--- src/rtl/conv_pkg.sv ---
// Shared types and constants for the 3x3 convolution window reader.
package conv_pkg;

    localparam int DATA_W_DEFAULT = 32;
    localparam int KSIZE          = 3;
    localparam int CNT_W          = 16;

    typedef enum logic [2:0] {
        S_IDLE,
        S_FILL,
        S_RUN,
        S_DRAIN,
        S_DONE
    } state_t;

    // Bit offset of window element (row i, column j) inside the flattened window bus.
    function automatic int win_idx(input int i, input int j, input int data_w);
        return data_w * (KSIZE * i + j);
    endfunction

endpackage

--- src/rtl/line_delay_en.sv ---
// Enable-gated delay line: dout is the sample that entered DEPTH enabled shifts ago.
module line_delay_en #(
    parameter int DATA_W = 32,
    parameter int DEPTH  = 32
) (
    input  logic              clk,
    input  logic              reset,
    input  logic              en,
    input  logic [DATA_W-1:0] din,
    output logic [DATA_W-1:0] dout
);

    logic [DEPTH-1:0][DATA_W-1:0] mem_q;
    logic [DEPTH-1:0][DATA_W-1:0] mem_d;

    // Shift one position per enabled cycle; hold otherwise.
    always_comb begin
        mem_d = mem_q;
        if (en) begin
            mem_d[0] = din;
            for (int k = 1; k < DEPTH; k++) begin
                mem_d[k] = mem_q[k-1];
            end
        end
    end

    // Storage register, cleared by reset so no stale pixels survive a restart.
    always_ff @(posedge clk) begin
        if (reset) begin
            mem_q <= '0;
        end else begin
            mem_q <= mem_d;
        end
    end

    assign dout = mem_q[DEPTH-1];

endmodule

--- src/rtl/conv_window_reader.sv ---
// Assembles 3x3 windows from a raster pixel stream using two line delays and
// a 3x3 shift array, with valid/ready flow control on both sides.
module conv_window_reader
    import conv_pkg::*;
#(
    parameter int DATA_W = DATA_W_DEFAULT,
    parameter int IMG_W  = 32,
    parameter int IMG_H  = 32
) (
    input  logic                  clk,
    input  logic                  reset,
    input  logic                  start,
    input  logic [DATA_W-1:0]     in_data,
    input  logic                  in_valid,
    output logic                  in_ready,
    output logic [9*DATA_W-1:0]   win_data,
    output logic [CNT_W-1:0]      win_row,
    output logic [CNT_W-1:0]      win_col,
    output logic                  win_valid,
    input  logic                  win_ready,
    output logic                  done
);

    localparam logic [CNT_W-1:0] LAST_COL = CNT_W'(IMG_W - 1);
    localparam logic [CNT_W-1:0] LAST_ROW = CNT_W'(IMG_H - 1);

    state_t state_q, state_d;
    logic [CNT_W-1:0] col_q, col_d;
    logic [CNT_W-1:0] row_q, row_d;
    logic [KSIZE-1:0][KSIZE-1:0][DATA_W-1:0] sr_q, sr_d;
    logic [9*DATA_W-1:0] win_data_q, win_data_d;
    logic [CNT_W-1:0]    win_row_q, win_row_d;
    logic [CNT_W-1:0]    win_col_q, win_col_d;
    logic                win_valid_q, win_valid_d;

    logic                accept;
    logic [DATA_W-1:0]   tap1;
    logic [DATA_W-1:0]   tap2;
    logic [KSIZE-1:0][DATA_W-1:0] col_in;

    // Input is taken only while streaming and when the output slot is free or being drained.
    assign in_ready = ((state_q == S_FILL) || (state_q == S_RUN)) && (!win_valid_q || win_ready);
    assign accept   = in_valid && in_ready;

    // Row r-1 tap: same column, one image row earlier.
    line_delay_en #(.DATA_W(DATA_W), .DEPTH(IMG_W)) u_line1 (
        .clk   (clk),
        .reset (reset),
        .en    (accept),
        .din   (in_data),
        .dout  (tap1)
    );

    // Row r-2 tap: fed from the row r-1 tap.
    line_delay_en #(.DATA_W(DATA_W), .DEPTH(IMG_W)) u_line2 (
        .clk   (clk),
        .reset (reset),
        .en    (accept),
        .din   (tap1),
        .dout  (tap2)
    );

    // New right-hand column of the window: top row from the oldest tap, bottom from the input.
    assign col_in[0] = tap2;
    assign col_in[1] = tap1;
    assign col_in[2] = in_data;

    // Next-state, counter, window-array and output-register logic.
    always_comb begin
        state_d     = state_q;
        col_d       = col_q;
        row_d       = row_q;
        sr_d        = sr_q;
        win_data_d  = win_data_q;
        win_row_d   = win_row_q;
        win_col_d   = win_col_q;
        win_valid_d = win_valid_q;

        if (win_valid_q && win_ready) begin
            win_valid_d = 1'b0;
        end

        if (accept) begin
            if (col_q == LAST_COL) begin
                col_d = '0;
                row_d = row_q + 1'b1;
            end else begin
                col_d = col_q + 1'b1;
            end

            for (int i = 0; i < KSIZE; i++) begin
                for (int j = 0; j < KSIZE - 1; j++) begin
                    sr_d[i][j] = sr_q[i][j+1];
                end
                sr_d[i][KSIZE-1] = col_in[i];
            end

            // A full window exists only once two rows and two columns are behind us,
            // which also keeps every window inside a single row band.
            if ((row_q >= CNT_W'(2)) && (col_q >= CNT_W'(2))) begin
                win_valid_d = 1'b1;
                win_row_d   = row_q - CNT_W'(2);
                win_col_d   = col_q - CNT_W'(2);
                for (int i = 0; i < KSIZE; i++) begin
                    for (int j = 0; j < KSIZE; j++) begin
                        win_data_d[win_idx(i, j, DATA_W) +: DATA_W] = sr_d[i][j];
                    end
                end
            end
        end

        case (state_q)
            S_IDLE: begin
                if (start) begin
                    state_d = S_FILL;
                    col_d   = '0;
                    row_d   = '0;
                end
            end
            S_FILL: begin
                if (accept && (row_q == CNT_W'(1)) && (col_q == LAST_COL)) begin
                    state_d = S_RUN;
                end
            end
            S_RUN: begin
                if (accept && (row_q == LAST_ROW) && (col_q == LAST_COL)) begin
                    state_d = S_DRAIN;
                end
            end
            S_DRAIN: begin
                if (win_valid_q && win_ready) begin
                    state_d = S_DONE;
                end
            end
            S_DONE: begin
                state_d = S_IDLE;
            end
            default: begin
                state_d = S_IDLE;
            end
        endcase
    end

    // State, counter and output registers.
    always_ff @(posedge clk) begin
        if (reset) begin
            state_q     <= S_IDLE;
            col_q       <= '0;
            row_q       <= '0;
            sr_q        <= '0;
            win_data_q  <= '0;
            win_row_q   <= '0;
            win_col_q   <= '0;
            win_valid_q <= 1'b0;
        end else begin
            state_q     <= state_d;
            col_q       <= col_d;
            row_q       <= row_d;
            sr_q        <= sr_d;
            win_data_q  <= win_data_d;
            win_row_q   <= win_row_d;
            win_col_q   <= win_col_d;
            win_valid_q <= win_valid_d;
        end
    end

    assign win_data  = win_data_q;
    assign win_row   = win_row_q;
    assign win_col   = win_col_q;
    assign win_valid = win_valid_q;
    assign done      = (state_q == S_DONE);

endmodule

--- config.mk ---
export PLATFORM = sky130hd
export DESIGN_NAME = conv_window_reader
export DESIGN_NICKNAME = d
export VERILOG_FILES = /design/src/rtl/conv_pkg.sv /design/src/rtl/line_delay_en.sv /design/src/rtl/conv_window_reader.sv
export SDC_FILE = /design/constraint.sdc
export NUM_CORES = 2
export LEC_CHECK = 0
export ABC_CLOCK_PERIOD_IN_PS = 2200
export CAP_MARGIN = 20
export CORE_ASPECT_RATIO = 0.9
export CORE_UTILIZATION = 54
export CTS_CLUSTER_SIZE = 28
export DETAILED_ROUTE_END_ITERATION = 7
export HOLD_SLACK_MARGIN = 0.06
export PLACE_DENSITY = 0.75
export SLEW_MARGIN = 20
export SYNTH_ARGS = -nofsm -noshare
export SYNTH_HDL_FRONTEND = slang
export SYNTH_SLANG_ARGS = --single-unit
--- constraint.sdc ---
create_clock -name clk -period 2.2 [get_ports clk]
set_input_delay 0.33 -clock clk [delete_from_list [all_inputs] [get_ports clk]]
set_output_delay 0.33 -clock clk [all_outputs]
set_load 0.01 [all_outputs]
==> metrics.md <==
| Metric | Value |
|---|---|
| Ranking of synthesized cells by area | `sky130_fd_sc_hd__dfxtp_1, sky130_fd_sc_hd__nand2_1, sky130_fd_sc_hd__a21oi_1` |
| Share of total power in sequential cells | `50.5%` |
| H-tree lvl count | `4` |
| Fraction of final layout cells sized beyond drive strength 1 | `11.46%` |
| Final worst-path cycle share | `98.88%` |
| Power per standard cell area | `867.0 mW/mm2` |
| Final weighted congestion in routability-driven placement | `0.8867` |
| GRT Util Overall | `22.68%` |
| Number of instances in the synthesized netlist | `10,820` |
| Area share of the largest cell type after synthesis | `56.91%` |
| Initial Util | `54.43%` |
| Wire length of the first global-routing pass | `315.3 mm` |
| Cell taking the most area after synthesis | `sky130_fd_sc_hd__dfxtp_1` |
| Total gr overflow | `0` |
| Worst-skew pair later-pin latency | `0.88 ns` |
| Critical Setup Path Class | `reg2out` |
| Via count | `70,490` |
| Area growth from synthesis to final layout | `17.75%` |
| Internal portion of total power | `69.07 mW` |
| Slew at the pin with the worst max-slew slack | `0.6461 ns` |
| I/O Buffers | `359` |
| Number of enable flip-flop cells after synthesis | `0` |
| CP max-delay cell | `sky130_fd_sc_hd__dfxtp_2` |
| Pleak | `33.47 nW` |
| CTS Root Cell | `sky130_fd_sc_hd__clkbuf_16` |
| Sort of element at the end of the critical path | `output port` |
| Peak VDD IR | `0.6647 mV` |
| Number of max-slew violations in the final report | `0` |
| Mean cell area of the mapped netlist | `8.021 um2` |
| Routed wire length per instance | `14.23 um` |
| Required time of the worst setup path | `1.87 ns` |
| Net count of the finished layout | `11,040` |
| Ys async rst share | `0%` |
| Number of setup violations in the final report | `0` |
| Summed instance area of the synthesized netlist | `0.08681 mm2` |
| Placed wire-length estimate | `123.3 mm` |
| Die height | `382.4 um` |
| Clock buffer count from CTS | `228` |
| Pin count of the biggest net entering global routing | `110` |
| Total Power | `88.62 mW` |
| Unrepaired setup endpoints after global routing | `true` |
| Data arrival time of the critical path | `1.85 ns` |
| Switching share of power | `22.07%` |
| Highest achievable clock rate | `0.4597 GHz` |
| Hold/Removal Path Class | `in2reg` |
| Type of element launching the critical path | `register` |
| Path depth of the worst reg2reg path | `8` |
| Most frequent CP cell | `sky130_fd_sc_hd__buf_4` |
| Number of routed nets with antenna violations | `0` |
| Max-cap violations | `0` |
| Clock Sinks | `2,468` |
| Power share of the combinational group | `3.6%` |
| Final hold violations | `0` |
| Clock share of power | `45.9%` |
| Cell chain of the critical path | `buf_4, nor3b_2, buf_4, buf_2` |
| Clock transition at the register clock pins on the worst setup and hold paths after CTS | `0.06 ns` |
| Worst hold slack across all endpoints | `0.1245 ns` |
| Floorplan die area | `0.1624 mm2` |
| Row Count | `139` |
| Iteration-0 DRC Markers | `5,157` |
| Total DRC errors in the routed layout | `0` |
| Worst relative slew slack | `56.93%` |
| Synthesized Nets | `10,870` |
| Multi-input logic area | `0.03351 mm2` |
| Highest fanout seen on the critical path | `7` |
| Initial antenna violation count | `3` |
| Sum of routed wire length over all layers | `189.4 mm` |
| Outcome | `finished, final reports clean` |
| Synthesized flop and latch total | `2,468` |
| Slowest cell delay on critical path | `0.34 ns` |
| Vias per Instance | `5.294` |
| Commonest cells in the netlist | `sky130_fd_sc_hd__nand2_1, sky130_fd_sc_hd__dfxtp_1, sky130_fd_sc_hd__a21oi_1, sky130_fd_sc_hd__clkbuf_1, sky130_fd_sc_hd__a21oi_2` |
| Switching Power | `19.56 mW` |
| Top Ports | `360` |
| Syn. warnings | `0` |
| Most common cell in the netlist | `sky130_fd_sc_hd__nand2_1` |
| Clock tree from TritonCTS | `yes` |
| Final min period | `2.175 ns` |
| Distinct cells, synth | `43` |
| Area taken by flip-flops and latches | `0.04942 mm2` |
| Core footprint | `0.1595 mm2` |
| Vias in the first global route | `66,330` |
| Number of detailed-routing iterations run before antenna repair | `5` |
| Width of the chip | `424.6 um` |
| Buffer depth of the longest clock path | `3` |
| Part of the Yosys area used for sequential elements | `56.91%` |
| Number of filler instances in the final layout | `13,050` |
| Hold path depth | `3` |
| Most instantiated flip-flop cell in the synthesis netlist | `sky130_fd_sc_hd__dfxtp_1` |
| Final clock skew | `0.07348 ns` |
## critical path, delay by kind of cell (launching register included)
| kind | cells | cell delay (ns) |
|---|---|---|
| simple gates | 1 | 0.20 |
| buf+inv | 3 | 0.46 |
| flops | 1 | 0.34 |
## power groups by stage
stage	logic (mW)	clock network (mW)	registers, mW
global placement	3.12	0	45.8
floorplan	1.94	0	45.7
CTS	3.19	41.4	44.8
global route	3.47	43.3	44.7
detailed placement	3.16	0	45.8
finish	3.18	40.7	44.8
## cell type report
type	instances	area share, %
timing repair buffer	782	8.396
tap	2115	2.589
clock buffer	343	6.691
inverter	11	0.04039
multi-input combinational	7507	32.79
sequential	2468	48.35
antenna	3	0.007344
clock inverter	85	1.137
## metal layers
layer  routed length [um]  GRT usage (%)  vias up
li1                     -              -    35170
met5                   15              0        -
met3                 7862          3.433      391
met4                 6256          9.019        2
met1                83380          29.16    33670
met2                91900          38.13     1253
## cell usage in the layout (no fill, tap or decap), drive strengths merged, types with 4 or more instances in the layout
cell              n
xnor2            37
clkdlybuf4s50   258
nor4             20
nor2             74
bufinv           16
nand2          4825
dfxtp          2468
dlygate4sd2      94
xor2             10
clkbuf          347
a21oi          2413
nor3             15
a211oi           27
inv              14
clkinvlp          7
dlymetal6s2s      4
or3               4
ha                9
o31ai             4
o21ai             5
clkinv           59
nand3            10
buf             410
dlygate4sd3      12
a311oi            4
or4               7
nand4            10
and3              8
## flip-flops by register name (all words and copies together) (netlist names)
name / flops
u_line2.mem_q: 960
win_col: 16
state_q: 3
win_data: 288
sr_q: 128
u_line1.dout: 32
win_valid: 1
u_line2.dout: 32
u_line1.mem_q: 960
col_q: 16
win_row: 16
row_q: 16
## worst paths after layout
path	endpoint	start	slack, ns
worst max register to register	win_data[67]	row_q[10]	0.03
worst max-delay path	done	state_q[0]	0.02
worst min register to register	u_line1.mem_q[925]	u_line1.mem_q[893]	0.38
worst min-delay path	win_data[276]	in_data[20]	0.12
## metrics by stage
stage	instances	setup TNS, ns	util (%)	instance area (um2)	setup WS, ns
after detailed placement	12870	-344.15	58.96	94030	-0.2469
after global placement	12870	-293.71	58.96	94030	-0.2244
final	13310	0	64.09	102200	0.02469
after floorplan	10820	0	-	86810	0.06730
after CTS	13310	-0.1567	63.99	102100	-0.1567
after global routing	13310	-0.03664	64.09	102200	-0.01742
## timing repair
action                     4_1_cts  5_1_grt
buffers inserted                 0        1
hold endpoints to repair        79        0
resized for setup              112       20
setup endpoints to repair      363       59
pin swaps                        3        4
cloned                           0        3
hold buffers                    12        0
## logic make-up after synthesis
group | count (synthesis) | share of synthesized area, %
flops | 2468 | 56.91
buf+inv | 848 | 4.565
simple gates | 4991 | 22.42
compound gates | 2460 | 15.49
fa+ha+maj | 9 | 0.1297
xor+xnor | 47 | 0.4742
No activity file was read; power rests on OpenSTA's default activity.
